File: src/rtl/led7seg_scan_sequencer.sv
// Multiplexed refresh scheduler for an 8-digit 74HC595 LED chain: double-buffered
// frame, one {segments, one-hot select} word per refresh tick over vld/rdy.
module led7seg_scan_sequencer #(
  parameter int                 DIG_NUM   = 8,
  parameter int                 SEG_NUM   = 8,
  parameter int                 DIV_WIDTH = 17,
  parameter int                 DIV_LIM   = 125000,
  parameter logic [SEG_NUM-1:0] BLANK_PAT = 8'hFF
) (
  input  logic                         clk,
  input  logic                         rst,
  input  logic                         en,
  input  logic                         blank,
  input  logic [DIG_NUM*SEG_NUM-1:0]   frm_dat,
  input  logic                         frm_vld,
  output logic                         frm_rdy,
  output logic [SEG_NUM+DIG_NUM-1:0]   out_dat,
  output logic                         out_vld,
  input  logic                         out_rdy,
  output logic [$clog2(DIG_NUM)-1:0]   dig_idx,
  output logic                         frm_done,
  output logic                         ovr
);

  localparam int IW = $clog2(DIG_NUM);

  typedef enum logic [0:0] {IDLE = 1'b0, SEND = 1'b1} state_t;

  state_t                       state_r, state_nx;
  logic [DIV_WIDTH-1:0]         div_r;
  logic                         tick_s;
  logic [DIG_NUM*SEG_NUM-1:0]   act_r, act_nx, shd_r, shd_nx;
  logic                         frm_rdy_r, frm_rdy_nx;
  logic [SEG_NUM+DIG_NUM-1:0]   out_dat_r, out_dat_nx;
  logic                         out_vld_r, out_vld_nx;
  logic [IW-1:0]                dig_r, dig_nx;
  logic                         done_r, done_nx;
  logic                         ovr_r, ovr_nx;
  logic                         swap_s;
  logic [SEG_NUM-1:0]           seg_s;
  logic [DIG_NUM-1:0]           sel_s;

  assign tick_s = en && (div_r == DIV_WIDTH'(DIV_LIM - 1));

  // Refresh divider: free-runs while enabled, parked at zero otherwise
  always_ff @(posedge clk) begin
    if (rst) begin
      div_r <= {DIV_WIDTH{1'b0}};
    end else if (!en || tick_s) begin
      div_r <= {DIV_WIDTH{1'b0}};
    end else begin
      div_r <= div_r + DIV_WIDTH'(1);
    end
  end

  // Next-state, word build, frame swap and shadow load
  always_comb begin
    state_nx   = state_r;
    act_nx     = act_r;
    shd_nx     = shd_r;
    frm_rdy_nx = frm_rdy_r;
    out_dat_nx = out_dat_r;
    out_vld_nx = out_vld_r;
    dig_nx     = dig_r;
    done_nx    = 1'b0;
    ovr_nx     = ovr_r;
    sel_s      = {{(DIG_NUM-1){1'b0}}, 1'b1} << dig_r;
    // Swap needs a pending frame, so it never coincides with a load below
    swap_s     = (dig_r == {IW{1'b0}}) && !frm_rdy_r;
    if (blank) begin
      seg_s = BLANK_PAT;
    end else if (swap_s) begin
      seg_s = shd_r[dig_r*SEG_NUM +: SEG_NUM];
    end else begin
      seg_s = act_r[dig_r*SEG_NUM +: SEG_NUM];
    end

    if (frm_vld && frm_rdy_r) begin
      shd_nx     = frm_dat;
      frm_rdy_nx = 1'b0;
    end else begin
      shd_nx     = shd_r;
    end

    case (state_r)
      IDLE: begin
        if (tick_s) begin
          if (swap_s) begin
            act_nx     = shd_r;
            frm_rdy_nx = 1'b1;
          end else begin
            act_nx     = act_r;
          end
          out_dat_nx = {seg_s, sel_s};
          out_vld_nx = 1'b1;
          state_nx   = SEND;
        end else begin
          state_nx   = IDLE;
        end
      end
      SEND: begin
        if (tick_s) begin
          ovr_nx = 1'b1;
        end else begin
          ovr_nx = ovr_r;
        end
        if (out_rdy) begin
          out_vld_nx = 1'b0;
          state_nx   = IDLE;
          if (dig_r == IW'(DIG_NUM - 1)) begin
            dig_nx  = {IW{1'b0}};
            done_nx = 1'b1;
          end else begin
            dig_nx  = dig_r + IW'(1);
          end
        end else begin
          state_nx   = SEND;
        end
      end
      default: begin
        state_nx   = IDLE;
        out_vld_nx = 1'b0;
      end
    endcase
  end

  // State and output registers
  always_ff @(posedge clk) begin
    if (rst) begin
      state_r   <= IDLE;
      act_r     <= {(DIG_NUM*SEG_NUM){1'b0}};
      shd_r     <= {(DIG_NUM*SEG_NUM){1'b0}};
      frm_rdy_r <= 1'b1;
      out_dat_r <= {(SEG_NUM+DIG_NUM){1'b0}};
      out_vld_r <= 1'b0;
      dig_r     <= {IW{1'b0}};
      done_r    <= 1'b0;
      ovr_r     <= 1'b0;
    end else begin
      state_r   <= state_nx;
      act_r     <= act_nx;
      shd_r     <= shd_nx;
      frm_rdy_r <= frm_rdy_nx;
      out_dat_r <= out_dat_nx;
      out_vld_r <= out_vld_nx;
      dig_r     <= dig_nx;
      done_r    <= done_nx;
      ovr_r     <= ovr_nx;
    end
  end

  assign frm_rdy  = frm_rdy_r;
  assign out_dat  = out_dat_r;
  assign out_vld  = out_vld_r;
  assign dig_idx  = dig_r;
  assign frm_done = done_r;
  assign ovr      = ovr_r;

endmodule

File: config.mk
export PLATFORM = sky130hd
export DESIGN_NAME = led7seg_scan_sequencer
export DESIGN_NICKNAME = d
export VERILOG_FILES = /design/src/rtl/led7seg_scan_sequencer.sv
export SDC_FILE = /design/constraint.sdc
export NUM_CORES = 1
export LEC_CHECK = 0
export BUFFER_PORTS_ARGS = -buffer_cell sky130_fd_sc_hd__buf_2
export CAP_MARGIN = 30
export CORE_ASPECT_RATIO = 0.5
export CORE_MARGIN = 2
export CORE_UTILIZATION = 52
export CTS_CLUSTER_SIZE = 28
export DETAILED_ROUTE_END_ITERATION = 16
export GPL_TIMING_DRIVEN = 1
export PLACE_DENSITY = 0.81
export SLEW_MARGIN = 10
export SYNTH_ARGS = -nofsm -noshare
export SYNTH_HDL_FRONTEND = slang
export SYNTH_SLANG_ARGS = --single-unit
File: constraint.sdc
create_clock -name clk -period 2.53 [get_ports clk]
set_clock_uncertainty 0.15 [all_clocks]
set_input_delay 0.253 -clock clk [delete_from_list [all_inputs] [get_ports clk]]
set_output_delay 0.253 -clock clk [all_outputs]
set_load 0.005 [all_outputs]
### Word-level counts from Yosys, hierarchy flattened

Cells that the tools add are included.

| operators by class | value |
|---|---|
| equal/unequal tests | 4 |
| reduce and logical (&&, ||, !) cells | 14 |
| shift-type cells | 3 |
| order comparisons | 0 |
| divide/modulo/power cells | 0 |
| multipliers | 0 |
| bitwise logic cells | 2 |
| $add $sub $neg | 2 |
| muxes and demuxes | 14 |

Operators by type and width:

| operator | count |
|---|---|
| $shiftx A64 B7 Y8 | 2 |
| $add A17 B1 Y17 const B | 1 |
| $eq A17 B17 Y1 const B | 1 |
| $mux W8 | 2 |
| $mux W1 | 9 |
| $reduce_and A2 Y1 | 4 |
| $shl A1 B3 Y8 const A | 1 |
| $ne A2 B2 Y1 const B | 2 |
| $pmux W1 S2 | 2 |
| $add A3 B1 Y3 const B | 1 |
| $eq A3 B3 Y1 const B | 1 |
| $logic_and A1 B1 Y1 | 3 |
| $logic_not A3 Y1 | 1 |
| $mux W3 | 1 |
| $reduce_and A3 Y1 | 1 |
| $reduce_or A3 Y1 | 1 |
| $logic_not A1 Y1 | 2 |
| $not A1 Y1 | 2 |
| $reduce_or A2 Y1 | 1 |
| $logic_or A1 B1 Y1 | 1 |

| word-level totals | value |
|---|---|
| output and inout bits | 23 |
| bits in registers | 169 |
| memory bits (writable) | 0 |
| latch bits | 0 |
| bits in read-only memories | 0 |
| memories | 0 |
| input port bits | 70 |
| logic and storage cells | 49 |

### Depth between registers and ports, before layout

| depth | value |
|---|---|
| depth after elaboration | 5 |
| gate-level depth with buffers | 10 |
| gate-level depth less buffers | 7 |

### Worst setup path before layout

OpenSTA, ideal clock, no wires.

| timing path | value |
|---|---|
| path kind | register to register |
| from | register dig_r[0] (netlist: dig_idx[0]) |
| to | register act_r[45] |
| path buffers | 4 |
| stages on the path, launching flop included | 11 |
| period minus slack after synthesis | 2439 ps |
| setup slack | 91 ps |
| arrival | 2161 ps |
| library setup time | 128 ps |
| required time | 2252 ps |
| cells stage by stage | dfxtp_1 > buf_2 > inv_1 > ha_1 > nor3b_4 > and4_1 > buf_2 > buf_8 > buf_8 > mux2i_1 > nor2_1 |

| between the ends | value |
|---|---|
| longest elaborated chain between the ends | 3 |

Ends and longest elaborated chain:

| what | RTL line | RTL |
|---|---|---|
| start: declaration | 36 | `logic [IW-1:0] dig_r, dig_nx;` |
| start signal: assignment | 136 | `dig_r <= {IW{1'b0}};` |
| start signal: assignment | 146 | `dig_r <= dig_nx;` |
| $logic_not A3 Y1 | 69 | `swap_s = (dig_r == {IW{1'b0}}) && !frm_rdy_r;` |
| $logic_and A1 B1 Y1 | 69 |  |
| $reduce_and A3 Y1 (no source line) | -- |  |
| end signal: assignment | 131 | `act_r <= {(DIG_NUM*SEG_NUM){1'b0}};` |
| end signal: assignment | 141 | `act_r <= act_nx;` |
| end: declaration | 32 | `logic [DIG_NUM*SEG_NUM-1:0] act_r, act_nx, shd_r, shd_nx;` |

No other way between the ends.
A chain may end at the register's enable or synchronous reset.

### Worst setup path after layout

| timing path | value |
|---|---|
| from | register div_r[0] |
| to | register act_r[6] |

| between the ends | value |
|---|---|
| longest elaborated chain between the ends | 3 |

Ends and longest elaborated chain:

| what | RTL line | RTL |
|---|---|---|
| start: declaration | 30 | `logic [DIV_WIDTH-1:0] div_r;` |
| start signal: assignment | 48 | `div_r <= {DIV_WIDTH{1'b0}};` |
| start signal: assignment | 50 | `div_r <= {DIV_WIDTH{1'b0}};` |
| start signal: assignment | 52 | `div_r <= div_r + DIV_WIDTH'(1);` |
| $eq A17 B17 Y1 | 43 | `assign tick_s = en && (div_r == DIV_WIDTH'(DIV_LIM - 1));` |
| $logic_and A1 B1 Y1 | 43 |  |
| $reduce_and A3 Y1 (no source line) | -- |  |

No other way between the ends.

==> out/results.ini <==
[floorplan]
io-pin-count = 93
dieWidth_um = 168
rows = 29
start_util_pct = 54.4
die-height_um = 86.2
design.core.area_um2 = 12900
die_area_um2 = 14500

[route]
vias = 6029
drc_errors = 0
via_per_inst = 5.45
drt-initial-drc-count = 472
ant_nets = 0
drt_first_pass_iters = 6
totalWireLength_mm = 17.2
wl_per_cell_um = 15.6

[grt]
grtUsageMet1_pct = 29.1
busiest_layer = met2
antenna_found_initial = 1
grt_pass1_wl_mm = 27.7
met3_usage_pct = 5.02
grt_use_met2_pct = 42.6
grt-ovfl-total = 0
grt_max_degree = 97
grt_pass1_vias = 5837
grt_util_all_layers_pct = 24.2

[sta]
maxSlewViolCount = 0
hold_viol = 0
setup_viol = 0
layout_min_cycle_time_ps = 2380
max_slew.worst_pin.slew_ps = 589
tns_ps = 0
fin_ws_ps = 147
period_share_pct = 94.2
relSlewSlack_pct = 60.7
rsz0062_at_grt = no
fmax_ghz = 0.420

[placement]
dp_hpwl_mm = 11.0
place_congestion = 0.878
post-place-ws_ps = 305
placement.io_buffers = 92

[clock_network]
cts_buffers = 17
path_clk_slew_ps = 60
cts_max_path_buffers = 2
clk_latency_ps = 420
clock-root-buffer = clkbuf_16
cts_sinks = 169
htreeDepth = 4
cts_tree = built

[critical_path]
endpoint_kind = register
reg2reg_slack_ps = 150
start_kind = register
required_ps = 2660
path_class = reg2reg
path_max_fanout = 33
crit_arrival_ps = 2520

[logic_synthesis]
ys_top_cells_by_area = dfxtp_1, mux2i_1, nand2_1, a21oi_1, nor2_1
synthSimpleGateAreaFrac_pct = 20.0
synth_ff_type = dfxtp_1
netlist_area_um2 = 7030
muxShareOfSynthArea_pct = 13.7
synth_cell_type_count = 46
synth_xor_area_share_pct = 1.87
ys_async_sr_fraction_pct = 0
syn_inst = 789
yosysWarnings = 0
synth_nets = 866
synth_top_area_cell = dfxtp_1
ys_ff_latch = 169
synth_compound_area_share_pct = 10.3
synth_top_area_share_pct = 48.1
synth_top_family_by_area = simple AND/OR/NAND/NOR gates
synth_area_per_cell_um2 = 8.91
synth_common_cells = dfxtp_1, nand2_1, nor2_1
synth_most_common_cell = dfxtp_1
synth_edf_count = 0
yosys.area_share.adder_pct = 1.25
ys_seq_area_share_pct = 48.1

[finish]
regArea_um2 = 3380
nFillCells = 945
num_antenna_cells = 0
drive_gt1_share_pct = 16.3
area_growth_pct = 25.6
final_nets = 1001
multi_input_area_um2 = 3320

[flow_run]
cap_violations = 0

[run_status]
status = completed

[pwr]
power_density_nw_per_um2 = 649
ir_drop_mv = 0.411
leakage_nw = 3.34

[hold_path]
holdCritPathClass = in2reg

[metal layers]
metal	part of all wire, %	vias up
li1	-	2961
met1	43	2853
met2	49	170
met3	5.4	43
met4	2.5	2
met5	0.15	-
[worst max-delay path: stages (launching register included)]
cell,delay [ps]
dfxtp_1,380
ha_1,280
nor4bb_1,250
and4_1,330
and4_4,290
buf_12,250
mux2i_1,240
nor2_1,50
[sequential cells by signal (all words and copies together) (netlist names)]
register,count
out_vld,1
shd_r,64
dig_idx,3
frm_done,1
act_r,64
state_r,1
div_r,17
out_dat,16
frm_rdy,1
ovr,1
[per-stage QoR]
| step | total power (W) | hold WS [ps] | util (%) | cell area (um2) | std cells |
|---|---|---|---|---|---|
| 3_3_place_gp | 0.00309 | 288 | 58.6 | 7560 | 1008 |
| 6_report | 0.00573 | 22.6 | 68.4 | 8830 | 1107 |
| 2_1_floorplan | 0.00299 | 239 | - | 7030 | 789 |
| 5_1_grt | 0.00591 | 19.5 | 68.4 | 8830 | 1107 |
| 4_1_cts | 0.00575 | 17.9 | 68.3 | 8830 | 1107 |
| 3_5_place_dp | 0.00310 | 298 | 58.6 | 7560 | 1008 |
[what timing repair did]
action / 4_1_cts / 5_1_grt
hold endpoints to repair: 68 / 0
endpoints found under the setup margin: 0 / 1
hold buffers: 67 / 0
gates resized for setup: 0 / 1
setup buffers: 0 / 0
[worst paths after layout]
path / endpoint / startpoint / cells past startpoint
worst max register to register: act_r[6] / div_r[0] / 7
worst min register to register: out_dat[3] / out_dat[3] / 2
worst min-delay path: ovr / en / 3
worst max-delay path: act_r[6] / div_r[0] / 7
[cell usage in the layout, fill, tap and decap left out, types with 11 or more instances in the layout]
cell             n
mux2i_1         76
dfxtp_1        169
dlygate4sd3_1   67
nand2_1        161
buf_4           11
clkbuf_16       17
o2111ai_1       12
a21oi_1         88
nand3_1         24
buf_2           91
nor2_1          94
[layout make-up]
| class | instances | area share (%) |
|---|---|---|
| multi-input cells | 555 | 37.6 |
| inverters | 8 | 0.340 |
| clock inverters | 12 | 1.56 |
| repair buffers | 173 | 14.6 |
| clock buffers | 20 | 5.17 |
| well taps | 170 | 2.41 |
| flip-flops and latches | 169 | 38.3 |
[power breakdown]
group	total [W]	internal, W	leakage (nW)	switching [W]
Sequential	0.00277	0.00272	1.37	0.0000517
Clock	0.00260	0.00152	0.288	0.00107
Combinational	0.000362	0.000181	1.68	0.000182
[logic make-up (layout without fill, tap and decap cells)]
logic type,count (synthesis),count (layout)
and+or+nand+nor,322,322
DFF,169,169
AOI/OAI and AO/OA,125,125
muxes,86,86
buffers and inverters,65,213
xor gates and xnor gates,15,15
adders and majority gates,7,7
Note: power is estimated with default switching activity, not from simulation.
